**config.mk**
```make
export PLATFORM = sky130hd
export DESIGN_NAME = icache_fill_responder
export DESIGN_NICKNAME = d
export VERILOG_FILES = /design/src/rtl/icache_fill_responder.sv
export SDC_FILE = /design/constraint.sdc
export NUM_CORES = 1
export LEC_CHECK = 0
export BUFFER_PORTS_ARGS = -buffer_cell sky130_fd_sc_hd__buf_2
export CAP_MARGIN = 20
export CORE_MARGIN = 1
export CORE_UTILIZATION = 46
export DETAILED_ROUTE_END_ITERATION = 8
export PLACE_DENSITY = 0.79
export SYNTH_ARGS = -nofsm -noshare
export SYNTH_HDL_FRONTEND = slang
export SYNTH_SLANG_ARGS = --single-unit
```
**constraint.sdc**
```tcl
create_clock -name CLK -period 2.3 [get_ports CLK]
set_input_delay 0.46 -clock CLK [delete_from_list [all_inputs] [get_ports CLK]]
set_output_delay 0.46 -clock CLK [all_outputs]
set_load 0.02 [all_outputs]
```
**src/rtl/icache_fill_responder.sv**
```systemverilog
// Memory-side line-fill responder: one Avalon-MM burst read per icache miss, words streamed back with MEM_DONE.
// Optional fill statistics counters are enabled with `define ICACHE_FILL_STATS_EN.
module icache_fill_responder #(
  parameter int LINESIZE = 8,
  parameter int ADDRBITS = 30
) (
  input  logic                         CLK,
  input  logic                         rst_n,
  input  logic                         MEM_REQ,
  input  logic [31:0]                  MEM_ADDR,
  output logic                         MEM_DONE,
  output logic [31:0]                  MEM_DATA,
  input  logic                         abort,
  output logic                         busy,
  output logic [ADDRBITS-1:0]          avm_address,
  output logic [$clog2(LINESIZE):0]    avm_burstcount,
  output logic                         avm_read,
  input  logic                         avm_waitrequest,
  input  logic [31:0]                  avm_readdata,
  input  logic                         avm_readdatavalid
`ifdef ICACHE_FILL_STATS_EN
  ,
  output logic [31:0]                  stat_fills,
  output logic [31:0]                  stat_wait_cycles
`endif
);

  localparam int OFFB = $clog2(LINESIZE);
  localparam int CNTW = OFFB + 1;

  typedef enum logic [1:0] {IDLE, ISSUE, DATA} state_t;

  state_t            state_reg;
  logic [CNTW-1:0]   beat_cnt_reg;
  logic              discard_reg;
  logic [29:0]       line_word;
  logic              beat_last;
  logic              drop_beat;
  logic              unused_addr_bits;

  // Line-aligned word address; byte offset and in-line word offset are dropped.
  assign line_word        = {MEM_ADDR[31:OFFB+2], {OFFB{1'b0}}};
  assign unused_addr_bits = ^MEM_ADDR[OFFB+1:0];
  assign beat_last        = (beat_cnt_reg == CNTW'(LINESIZE - 1));
  assign drop_beat        = discard_reg | abort;
  assign avm_burstcount   = CNTW'(LINESIZE);

  always_ff @(posedge CLK or negedge rst_n) begin
    if (!rst_n) begin
      state_reg    <= IDLE;
      MEM_DONE     <= 1'b0;
      MEM_DATA     <= 32'h0;
      avm_read     <= 1'b0;
      avm_address  <= '0;
      busy         <= 1'b0;
      beat_cnt_reg <= '0;
      discard_reg  <= 1'b0;
    end else begin
      MEM_DONE <= 1'b0;
      case (state_reg)
        IDLE: begin
          if (MEM_REQ) begin
            avm_address  <= line_word[ADDRBITS-1:0];
            avm_read     <= 1'b1;
            busy         <= 1'b1;
            beat_cnt_reg <= '0;
            discard_reg  <= 1'b0;
            state_reg    <= ISSUE;
          end
        end
        ISSUE: begin
          // The read command must stay up until accepted, even when aborting.
          if (abort) discard_reg <= 1'b1;
          if (!avm_waitrequest) begin
            avm_read  <= 1'b0;
            state_reg <= DATA;
          end
        end
        DATA: begin
          if (abort) discard_reg <= 1'b1;
          if (avm_readdatavalid) begin
            beat_cnt_reg <= beat_cnt_reg + 1'b1;
            if (!drop_beat) begin
              MEM_DONE <= 1'b1;
              MEM_DATA <= avm_readdata;
            end
            if (beat_last) begin
              busy      <= 1'b0;
              state_reg <= IDLE;
            end
          end
        end
        default: state_reg <= IDLE;
      endcase
    end
  end

`ifdef ICACHE_FILL_STATS_EN
  logic wait_cycle;

  // Cycles spent busy before the first data beat of the burst arrives.
  assign wait_cycle = busy && ((state_reg == ISSUE) ||
                      ((state_reg == DATA) && (beat_cnt_reg == '0) && !avm_readdatavalid));

  always_ff @(posedge CLK or negedge rst_n) begin
    if (!rst_n) begin
      stat_fills       <= 32'h0;
      stat_wait_cycles <= 32'h0;
    end else begin
      if ((state_reg == IDLE) && MEM_REQ && (stat_fills != 32'hFFFF_FFFF))
        stat_fills <= stat_fills + 32'h1;
      if (wait_cycle && (stat_wait_cycles != 32'hFFFF_FFFF))
        stat_wait_cycles <= stat_wait_cycles + 32'h1;
    end
  end
`endif

endmodule
```
==> impl_metrics.json, run 1 <==
{
  "grt_start_max_net_pins": 70,
  "slowest_delay_ps": 410,
  "route.vias.total": 2001,
  "die_w_um": 81.6,
  "synth_top_flop_cell": "dfrtp_1",
  "diodes": 0,
  "grt_pass1_vias": 1968,
  "synth_edf_count": 0,
  "layout-drive-gt1-share": 0.620,
  "die_h_um": 81.6,
  "hold_buffers": 0,
  "post_cts_resized": 0,
  "firstDrtPassIters": 4,
  "arrival_ps": 2170,
  "cp_max_fo": 23,
  "crit_start": "state_reg[0]",
  "clock_sinks": 69,
  "viasPerCell": 4.89,
  "layout_commonest_cell": "buf_2",
  "finalClockSkew_ps": 7.21,
  "cap_violations": 0,
  "clock-root-buffer": "clkbuf_8",
  "initial_core_util": 0.484,
  "ys_top_cells_by_area": "dfrtp_1, mux2_2, ha_1, buf_4, buf_6",
  "maxSlewViolCount": 0,
  "die_area_mm2": 0.00667,
  "synth.largest_area_cell": "dfrtp_1",
  "globalRoute.totalOverflow": 0,
  "ys_seq_area_frac": 0.592,
  "p_per_area_mw_per_mm2": 1370,
  "gp_congestion": 0.768,
  "grt_pass1_wl_um": 8440,
  "startpoint_type": "register",
  "p_leak_nw": 1.89,
  "status": "completed",
  "std_cell_rows": 28,
  "clockBufferDepth": 2,
  "timing.rr.start": "state_reg[0]",
  "worstSkewPairLatency_ps": 330,
  "ys_warn_count": 0,
  "ys_types": 33,
  "cp_data_required_time_ps": 2510,
  "clk_pin_slew_worst_paths_ps": 70,
  "cpMaxStageDelayCell": "dfrtp_1",
  "hold_violations": 0,
  "fin_nets": 408,
  "setup_tns_ps": 0,
  "rsz0062_at_grt": "no",
  "drt_iter0_drc": 30,
  "cp-end-kind": "register",
  "ir_drop_mv": 0.949,
  "setup_violations": 0,
  "dpl.hpwl_um": 3960,
  "syn_area_mm2": 0.00292,
  "syn_inst": 200,
  "io_pins": 139,
  "async_reset_ff_frac": 1.00,
  "avgSynthCellArea_um2": 14.6,
  "crit_type": "register to register",
  "wl_per_cell_um": 13.1,
  "most-common-layout-cells": "buf_2, dfrtp_1, mux2_2",
  "grt_usage": 0.171,
  "cts_tree": "built",
  "largest_register_ffs": 32,
  "p_total_mw": 5.12,
  "fmax_mhz": 509,
  "synth_top_area_frac": 0.592,
  "core-area_mm2": 0.00603,
  "area_delta_synth_final_pct": 28.1,
  "hold_path.class": "input pin to asynchronous set/reset pin",
  "h-tree-depth": 3,
  "cts_buffers": 9,
  "min_period_over_period": 0.855,
  "antenna_found_initial": 0,
  "drc": 0,
  "path_cells": "inv_1, ha_1, nand2_2, nor3_4, buf_4, mux2_2",
  "ant_nets": 0,
  "min_period_ps": 1970,
  "drt-total-wl_um": 5360,
  "synth-seq-cells": 69,
  "postCtsSetupBuffers": 0,
  "io_buffers": 126
}
final cells by class:
class,instances,area (um^2)
fillers,494,2290
flip-flops and latches,69,1730
multi-input cells,114,1070
repair buffers,130,673
clock buffers,11,131
well taps,75,93.8
inverters,7,26.3
clock inverters,3,15.0
synth_stat cells (2+ instances only):
cell / number
ha_1: 7
nand3_1: 2
nand2_1: 5
o21ai_0: 3
mux2_2: 59
o22ai_1: 2
dfrtp_1: 69
inv_1: 7
nand2_2: 2
buf_4: 7
conb_1: 2
buf_2: 5
a21oi_1: 3
a22o_1: 2
mux2i_1: 3
mux2_1: 2
buf_6: 3
nand2b_1: 2
worst max-delay path, delay by kind of cell, from the launching register on:
kind          cells  cell delay [ps]
fa+ha+maj         1              360
simple gates      2              250
mux               1              380
flops             1              410
buf+inv           2              450
path summary, 6_finish.rpt:
path	slack [ps]	cells after the start	end
min in group CLK	350	2	MEM_DATA[30]
max in group asynchronous	1860	2	MEM_DATA[12]
worst max-delay path	330	6	MEM_DATA[19]
worst max register to register	330	6	MEM_DATA[19]
worst min register to register	490	1	MEM_DATA[18]
worst min-delay path	120	2	MEM_DATA[14]
cell families after synthesis:
group	count (synthesis)	synth area share
AO/OA/AOI/OAI	14	0.0343
adder cells (fa/ha/maj)	7	0.0300
buffers and inverters	22	0.0472
flip-flops	69	0.592
multiplexers	64	0.246
other	2	0.00257
AND/OR/NAND/NOR	22	0.0485
metrics by stage:
stage	std cells	worst slack [ps]	hold WS (ps)	instance area (um^2)	util
after floorplan	205	554	164	2940	-
after global placement	395	388	462	3590	0.596
after detailed placement	395	343	481	3590	0.596
after CTS	409	321	149	3740	0.620
after global routing	409	212	160	3740	0.620
final	409	334	118	3740	0.620
where the power goes:
group	leakage, nW	internal (mW)	switching, mW	total, mW
sequential	0.839	1.77	0.273	2.05
combinational	0.975	1.01	1.29	2.30
clock	0.0788	0.374	0.398	0.772
total	1.89	3.15	1.96	5.12
layer usage:
metal  GRT usage  part of all wire
met3      0.0511             0.078
met1       0.189              0.41
met5           0                 0
met4      0.0789             0.018
met2       0.299              0.49
No activity file was read; power rests on OpenSTA's default activity.
==> run 2, diff against run 1 <==
BUFFER_PORTS_ARGS = not set   (was -buffer_cell sky130_fd_sc_hd__buf_2)
CORE_UTILIZATION = 62   (was 46)
DONT_BUFFER_PORTS = 1   (was not set)
PLACE_DENSITY = 0.78   (was 0.79)
==> run 2 against run 1 <==
  * The run now ends with design-rule violations, negative hold slack left
  * Register-to-register slack worse by 30 ps
  * Sequential cell count unchanged
  * Design area down 17%
  * Combinational power down 54%
  * Die area down 25%
  * Largest power group is now registers
==> impl_metrics.json, run 2 (synthesis results as in run 1) <==
{
  "final_cells": 260,
  "place_inst": 244,
  "diodes": 0,
  "postCtsSetupBuffers": 0,
  "fmax_mhz": 502,
  "cpLargestDelayFamily": "buffers and inverters",
  "clock_sinks": 69,
  "met2WireLength_um": 2590,
  "area_delta_synth_final_pct": 6.65,
  "worst_slack_ps": 307,
  "fillers": 308,
  "most-common-layout-cells": "dfrtp_1, mux2_2, clkbuf_8",
  "drc": 26,
  "cpMaxStageDelayCell": "dfrtp_1",
  "die_area_mm2": 0.00498,
  "hold_path.class": "input pin to asynchronous set/reset pin",
  "initial_core_util": 0.657,
  "slowest_delay_ps": 410,
  "io_pins": 139,
  "min_period_ps": 1990,
  "cap_violations": 0,
  "path_cells": "inv_1, ha_1, nand2_2, nor3_4, buf_4, mux2_2",
  "layout-drive-gt1-share": 0.399,
  "layout_commonest_cell": "dfrtp_1",
  "seq_area_mm2": 0.00173,
  "hold_buffers": 1,
  "critPathBufInv": 2,
  "gp_congestion": 0.682,
  "route.vias.total": 1552,
  "wl_per_cell_um": 19.6,
  "startpoint_type": "register",
  "rsz0062_at_grt": "no",
  "viasPerCell": 5.97,
  "cts_tree": "built",
  "drt-total-wl_um": 5090,
  "pre_cts_slack_ps": 328,
  "status": "complete, but fails checks",
  "timing.hold.ws_ps": -5.41,
  "cp-end-kind": "register",
  "clk_pin_slew_worst_paths_ps": 70,
  "die_w_um": 70.6,
  "arrival_ps": 2200,
  "p_total_mw": 4.78,
  "ant_nets": 0,
  "dpl.hpwl_um": 3600,
  "grt_pass1_vias": 1729,
  "worstSkewPairLatency_ps": 330,
  "clockBufferDepth": 2,
  "clock-root-buffer": "clkbuf_8",
  "core-area_mm2": 0.00444,
  "grt_start_max_net_pins": 70,
  "p_leak_nw": 1.40,
  "cp_max_fo": 23,
  "antenna_found_initial": 0,
  "design_area_mm2": 0.00311,
  "ir_drop_mv": 0.793,
  "setup_tns_ps": 0,
  "postPlaceCellArea_mm2": 0.00291,
  "std_cell_rows": 24,
  "maxSlewViolCount": 0,
  "met1Wirelength_um": 1970,
  "violations": "design-rule violations, negative hold slack",
  "worst_pin_slew_ps": 622,
  "min_period_over_period": 0.867,
  "route.met3.wl_um": 469,
  "die_h_um": 70.6,
  "globalRoute.totalOverflow": 0,
  "grt_pass1_wl_um": 8050,
  "hold_violations": 2,
  "finalClockSkew_ps": 6.20,
  "firstDrtPassIters": 6,
  "cts_buffers": 9,
  "drt_iter0_drc": 89,
  "cp_data_required_time_ps": 2500,
  "multi_input_area_mm2": 0.00107,
  "slew_headroom": 0.584,
  "post-route-util": 0.700,
  "p_per_area_mw_per_mm2": 1540,
  "rrSetupSlack_ps": 310,
  "grt_usage": 0.215,
  "io_buffers": 0,
  "crit_type": "register to register",
  "largest_register_ffs": 32,
  "highest_layer": "met4",
  "setup_violations": 0,
  "h-tree-depth": 3,
  "fin_nets": 281,
  "post_cts_resized": 0
}
[run 2: layer usage]
layer / vias to the layer above / GRT usage
met1: 758 / 0.246
li1: 689 / -
met2: 100 / 0.371
met5: - / 0
met4: 0 / 0.107
met3: 5 / 0.0627
[run 2: path summary, 6_finish.rpt]
kind                                        from              end  cells past startpoint
min in group CLK                avm_readdata[30]     MEM_DATA[30]                      1
worst min register to register   beat_cnt_reg[1]  beat_cnt_reg[1]                      1
worst min-delay path                       rst_n      discard_reg                      1
max in group asynchronous                  rst_n     MEM_DATA[10]                      1
worst max register to register      state_reg[0]     MEM_DATA[13]                      6
worst max-delay path                state_reg[0]     MEM_DATA[13]                      6
[run 2: layout make-up]
type | instances | area share
inverters | 7 | 0.00844
flip-flops and latches | 69 | 0.555
multi-input cells | 114 | 0.345
repair buffers | 3 | 0.0137
well taps | 52 | 0.0209
clock inverters | 6 | 0.0177
clock buffers | 9 | 0.0398
[run 2: worst register-to-register path, cell delays in order (launching register included)]
cell and delay (ps):
dfrtp_1 410, inv_1 140, ha_1 370, nand2_2 100, nor3_4 160, buf_4 310
mux2_2 390
[run 2: where the power goes]
part	switching [mW]	internal (mW)
registers	1.05	1.77
clock network	0.419	0.485
logic	0.439	0.619
total	1.91	2.87
